===== src/rtl/rr_dispatch_pkg.sv =====
// Shared defaults and the one-hot rotate helper for the round-robin credit dispatcher.
package rr_dispatch_pkg;

   localparam int unsigned DefArbiterWidth = 8;
   localparam int unsigned DefDataWidth    = 32;
   localparam int unsigned DefCreditWidth  = 4;
   localparam int unsigned DefInitCredits  = 4;

   // Widest vector rr_rotl1 can handle; callers cast in and out of this width.
   localparam int unsigned RrMaxWidth = 64;

   // Rotate a w-bit one-hot left by one, bit w-1 wrapping to bit 0.
   function automatic logic [RrMaxWidth-1:0] rr_rotl1(input logic [RrMaxWidth-1:0] v,
                                                      input int unsigned           w);
      logic [RrMaxWidth-1:0] mask;
      mask = (w >= RrMaxWidth) ? '1 : ((RrMaxWidth'(1) << w) - RrMaxWidth'(1));
      return ((v << 1) | (v >> (w - 1))) & mask;
   endfunction

endpackage


===== src/rtl/rr_pick.sv =====
// Combinational round-robin select: first eligible bit at or above the one-hot pointer, wrapping.
module rr_pick #(
   parameter int unsigned width = 8
) (
   input  logic [width-1:0] pointer,
   input  logic [width-1:0] eligible,
   output logic [width-1:0] grant,
   output logic             any
);

   logic [width-1:0] upper;
   logic [width-1:0] upper_first;
   logic [width-1:0] all_first;

   always_comb begin
      // pointer is one-hot, so pointer-1 masks off the bits strictly below it
      upper       = eligible & ~(pointer - width'(1));
      upper_first = upper & (~upper + width'(1));
      all_first   = eligible & (~eligible + width'(1));
      grant       = (upper != '0) ? upper_first : all_first;
      any         = |eligible;
   end

endmodule


===== src/rtl/rr_dispatcher.sv =====
// Credit-based round-robin task dispatcher with one-cycle dispatch latency.
// Define RR_DISPATCH_ERR_EN to add the sticky o_err credit-overflow flag.
module rr_dispatcher
   import rr_dispatch_pkg::*;
#(
   parameter int unsigned arbiter_width = DefArbiterWidth,
   parameter int unsigned data_width    = DefDataWidth,
   parameter int unsigned credit_width  = DefCreditWidth,
   parameter int unsigned init_credits  = DefInitCredits
) (
   input  logic                     i_clk,
   input  logic                     i_rst,
   input  logic                     i_valid,
   input  logic [data_width-1:0]    i_data,
   output logic                     o_ready,
   output logic [arbiter_width-1:0] o_valid,
   output logic [data_width-1:0]    o_data,
   input  logic [arbiter_width-1:0] i_credit_ret
`ifdef RR_DISPATCH_ERR_EN
   ,
   output logic                     o_err
`endif
);

   localparam logic [credit_width-1:0] CreditMax  = '1;
   localparam logic [credit_width-1:0] CreditInit = credit_width'(init_credits);

   logic [credit_width-1:0]  credit_q [arbiter_width];
   logic [credit_width-1:0]  credit_d [arbiter_width];
   logic [arbiter_width-1:0] ptr_q;
   logic [arbiter_width-1:0] ptr_d;
   logic [arbiter_width-1:0] valid_q;
   logic [data_width-1:0]    data_q;
   logic [arbiter_width-1:0] eligible;
   logic [arbiter_width-1:0] grant;
   logic [arbiter_width-1:0] dispatch;
   logic                     any;
   logic                     accept;

   always_comb begin
      eligible = '0;
      for (int k = 0; k < arbiter_width; k++) begin
         eligible[k] = (credit_q[k] != '0);
      end
   end

   rr_pick #(
      .width(arbiter_width)
   ) u_pick (
      .pointer (ptr_q),
      .eligible(eligible),
      .grant   (grant),
      .any     (any)
   );

   // Credits are not yet loaded while reset is held, so readiness follows the reset value.
   assign o_ready  = i_rst ? (init_credits != 0) : any;
   assign accept   = i_valid & o_ready & ~i_rst;
   assign dispatch = grant & {arbiter_width{accept}};
   assign ptr_d    = accept ? arbiter_width'(rr_rotl1(RrMaxWidth'(grant), arbiter_width)) : ptr_q;

   always_comb begin
      for (int k = 0; k < arbiter_width; k++) begin
         credit_d[k] = credit_q[k];
         if (dispatch[k] && !i_credit_ret[k]) begin
            credit_d[k] = credit_q[k] - credit_width'(1);
         end else if (!dispatch[k] && i_credit_ret[k] && (credit_q[k] != CreditMax)) begin
            credit_d[k] = credit_q[k] + credit_width'(1);
         end
      end
   end

   always_ff @(posedge i_clk) begin
      if (i_rst) begin
         ptr_q   <= arbiter_width'(1);
         valid_q <= '0;
         data_q  <= '0;
         for (int k = 0; k < arbiter_width; k++) begin
            credit_q[k] <= CreditInit;
         end
      end else begin
         ptr_q   <= ptr_d;
         valid_q <= dispatch;
         if (accept) begin
            data_q <= i_data;
         end
         for (int k = 0; k < arbiter_width; k++) begin
            credit_q[k] <= credit_d[k];
         end
      end
   end

   assign o_valid = valid_q;
   assign o_data  = data_q;

`ifdef RR_DISPATCH_ERR_EN
   logic [arbiter_width-1:0] ret_ignored;
   logic                     err_q;

   always_comb begin
      ret_ignored = '0;
      for (int k = 0; k < arbiter_width; k++) begin
         ret_ignored[k] = i_credit_ret[k] & ~dispatch[k] & (credit_q[k] == CreditMax);
      end
   end

   always_ff @(posedge i_clk) begin
      if (i_rst) begin
         err_q <= 1'b0;
      end else if (|ret_ignored) begin
         err_q <= 1'b1;
      end
   end

   assign o_err = err_q;
`endif

endmodule


===== config.mk =====
export PLATFORM = sky130hd
export DESIGN_NAME = rr_dispatcher
export DESIGN_NICKNAME = d
export VERILOG_FILES = /design/src/rtl/rr_dispatch_pkg.sv /design/src/rtl/rr_pick.sv /design/src/rtl/rr_dispatcher.sv
export SDC_FILE = /design/constraint.sdc
export NUM_CORES = 1
export LEC_CHECK = 0
export CAP_MARGIN = 0
export CORE_ASPECT_RATIO = 1.4
export CORE_MARGIN = 2
export CORE_UTILIZATION = 30
export CTS_BUF_LIST = sky130_fd_sc_hd__clkbuf_16
export DETAILED_ROUTE_END_ITERATION = 16
export GPL_TIMING_DRIVEN = 1
export PLACE_DENSITY = 0.54
export SLEW_MARGIN = 20
export SYNTH_ARGS = -nofsm -noshare
export SYNTH_HDL_FRONTEND = slang
export SYNTH_SLANG_ARGS = --single-unit

===== constraint.sdc =====
create_clock -name i_clk -period 4 [get_ports i_clk]
set_clock_uncertainty 0.1 [all_clocks]
set_input_delay 0.8 -clock i_clk [delete_from_list [all_inputs] [get_ports i_clk]]
set_output_delay 0.8 -clock i_clk [all_outputs]
set_load 0.01 [all_outputs]

==> flow_summary.toml <==
[clock_tree]
cts-root-buf = "clkbuf_16"
cts_buffers = 9
cts_hold_buf = 0
clk_pin_slew_worst_paths_ns = 0.06
cts_sinks = 80
cts_tree = "built"
cts_buffer_depth = 2
clock_latency_ns = 0.34
htreeDepth = 3

[status]
status = "finished clean"

[cells_and_area]
nFillCells = 1468
drive_gt1_share_pct = 13.5
layout.cells.non_filler = 825
post-route-cell-area_um2 = 5960
nNetsFinal = 700
syn2layout_area_growth_pct = 36.4
antenna_cells = 0

[logic_synthesis]
synth-async-reset-ratio_pct = 0
synth.distinct_cells = 59
avgSynthCellArea_um2 = 8.26
syn-num-nets = 597
synth_top_family_by_area = "simple AND/OR/NAND/NOR gates"
synth_xor_area_share_pct = 2.80
synth-simple-area-share_pct = 23.9
ys_warn_count = 0
synthMuxAreaShare_pct = 7.18
syn_area_um2 = 4370
ys_ff_latch = 80
ys_seq_area_share_pct = 36.6
ys.flop_type = "dfxtp_1"
synth-adder-area-share_pct = 8.53
syn_inst = 529
synth_compound_area_share_pct = 16.1
synth_edf_count = 0

[critical_path]
end_kind = "register"
worst_r2r_path_depth = 15
critPathKind = "reg2reg"
path_max_fanout = 6
start_kind = "register"
arrival_ns = 3.95
timing.rr.end = "credit_q[0][7]"
crit_path_start = "ptr_q[2]"
r2r-start = "ptr_q[2]"
worstPathRequired_ns = 4.09
rrSetupSlack_ns = 0.14

[power]
combPwrFrac_pct = 19.5
p_leak_uw = 0.00254
sequentialPowerShare_pct = 42.4
internal-power_uw = 1530
netSwitchingPower_uw = 585
power_density_nw_per_um2 = 355
sw_frac_of_total_pct = 27.6
vdd_drop_max_mv = 0.171
clkPwrFrac_pct = 38.1

[floorplan]
dieArea_um2 = 15600
row_count = 52
die_w_um = 106
die_height_um = 147
core_um2 = 14400
initial_core_util_pct = 30.4
ios = 84

[hold_path]
worstHoldStart = "o_data[15]"
worstHoldPathCells = 2
hold_path.class = "reg2reg"
worstHoldEndpoint = "o_data[15]"

[drt]
wl_met1_um = 4820
route.top_layer_used = "met4"
wl_per_cell_um = 13.9
wl_met3_um = 633
ant_nets = 0
wl_met2_um = 5630
first_iter_violations = 156
firstDrtPassIters = 4
drt-total-wl_um = 11500
num_vias = 4069
vias_per_cell = 4.93
drc = 0

[global_route]
grt_max_degree = 88
track_usage_pct = 15.4
grt_pass1_vias = 4128
gr-total-overflow = 0
grt_pass1_wl_um = 19300
antenna_found_initial = 0

[place]
place_area_um2 = 5570
dp_cells = 808
place_ws_ns = -0.0624
gp_congestion = 0.877
port_buffers = 83
dp_hpwl_um = 8340

[run]
maxCapViolCount = 0

[sta]
max_freq_mhz = 259
layout_setup_ws_ns = 0.142
setup_viol = 0
max-slew-margin-rel_pct = 37.7
tightestPinTransition_ns = 0.935
period_share_pct = 96.4
min_period_ns = 3.86
hold_viol = 0
finalMaxSlewViolations = 0
[how the worst max path moves through the flow]
stage                     slack [ns]        endpoint  cells past startpoint
after floorplan                 0.09  credit_q[0][7]                     17
after global placement          0.13  credit_q[1][3]                     13
after detailed placement       -0.06  credit_q[0][7]                     14
after CTS                       0.01  credit_q[0][7]                     14
after global routing          -0.005  credit_q[0][7]                     15
final                           0.14  credit_q[0][7]                     15
[cells in the final DEF, fill, tap and decap left out, types with 13 or more instances in the layout]
master,count
a21o_1,16
a21oi_1,46
buf_4,32
clkdlybuf4s50_1,82
dfxtp_1,76
ha_1,16
inv_1,30
mux2i_1,13
nand2_1,84
nor2_1,53
[through the flow]
stage	power [uW]	TNS, ns	hold slack [ns]	util [%]
2_1_floorplan	1140	0	0.341	-
3_3_place_gp	1300	0	0.341	38.7
3_5_place_dp	1310	-0.0624	0.350	38.7
4_1_cts	2140	0	0.355	40.8
5_1_grt	2230	-0.00507	0.382	41.5
6_report	2120	0	0.355	41.5
[metal layers]
| metal | GRT usage (%) | vias to the layer above |
|---|---|---|
| met3 | 3.37 | 25 |
| met4 | 8.49 | 0 |
| met1 | 17.5 | 1892 |
| li1 | - | 2048 |
| met5 | 0 | - |
| met2 | 26.5 | 104 |
[flip-flops by register name, indices dropped and copies added (netlist names)]
| name | cells |
|---|---|
| o_valid | 8 |
| ptr_q | 8 |
| o_data | 32 |
| credit_q | 32 |
[cell usage after synthesis (3+ instances only)]
| cell type | instances | area share (%) |
|---|---|---|
| dfxtp_1 | 80 | 37 |
| nor2b_1 | 8 | 1.1 |
| nor4_1 | 13 | 1.9 |
| a21o_1 | 16 | 2.7 |
| fa_1 | 8 | 3.7 |
| inv_1 | 31 | 2.7 |
| o31ai_1 | 3 | 0.52 |
| or4_1 | 6 | 1.0 |
| nor2_1 | 53 | 4.6 |
| mux2_2 | 11 | 2.8 |
| nand2_1 | 84 | 7.2 |
| o211ai_1 | 5 | 0.86 |
| o21ai_0 | 9 | 1.0 |
| xor2_1 | 3 | 0.60 |
| nand3_1 | 9 | 1.0 |
| a31oi_1 | 3 | 0.43 |
| nor3_1 | 10 | 1.1 |
| and2_1 | 3 | 0.43 |
| xnor2_1 | 11 | 2.2 |
| and4_1 | 3 | 0.60 |
| ha_1 | 17 | 4.9 |
| clkbuf_1 | 22 | 1.9 |
| o21a_1 | 3 | 0.52 |
| nand4_1 | 10 | 1.4 |
| mux2i_1 | 13 | 3.0 |
| a21oi_1 | 47 | 5.4 |
| nor3b_1 | 4 | 0.69 |
| a41oi_1 | 3 | 0.60 |
| mux2_1 | 4 | 1.0 |
| nand2b_1 | 4 | 0.57 |
| a221oi_1 | 3 | 0.60 |
[logic make-up after synthesis]
logic type / Yosys count
XOR/XNOR: 14
flip-flops: 80
multiplexers: 29
AO/OA/AOI/OAI: 107
adder cells (fa/ha/maj): 25
buffers and inverters: 56
AND/OR/NAND/NOR: 218
[layout make-up]
cell class / count / area [um2] / share of cell area (%)
clock buffer: 9 / 225 / 3.78
clock inverter: 6 / 60.1 / 1.01
inverter: 33 / 124 / 2.08
multi-input combinational: 393 / 2640 / 44.3
sequential: 80 / 1610 / 27.0
tap: 189 / 236 / 3.96
timing repair buffer: 115 / 1070 / 17.9
[what timing repair did]
item                       CTS  global route
gates resized for setup      1            22
cloned                       0             0
setup endpoints to repair    1             3
pin swaps                    0             5
setup buffers                0             2
[critical path: stages (launching register included)]
cell and delay, ns:
dfxtp_4 0.38, or4_4 0.55, and3b_2 0.24, a2111oi_4 0.31
nand4_1 0.18, o21a_1 0.23, or3_4 0.39, inv_2 0.07
ha_1 0.22, a21o_1 0.19, a21oi_2 0.14, buf_4 0.14
nand2_1 0.06, o31ai_2 0.25, o31ai_1 0.10, nor3b_2 0.16
[power by group through the flow]
stage,Clock (uW),Sequential (uW),Combinational (uW)
2_1_floorplan,0,912,226
3_3_place_gp,0,911,386
3_5_place_dp,0,913,395
4_1_cts,847,896,397
5_1_grt,867,906,461
6_report,807,899,412
No activity file was read; power rests on OpenSTA's default activity.
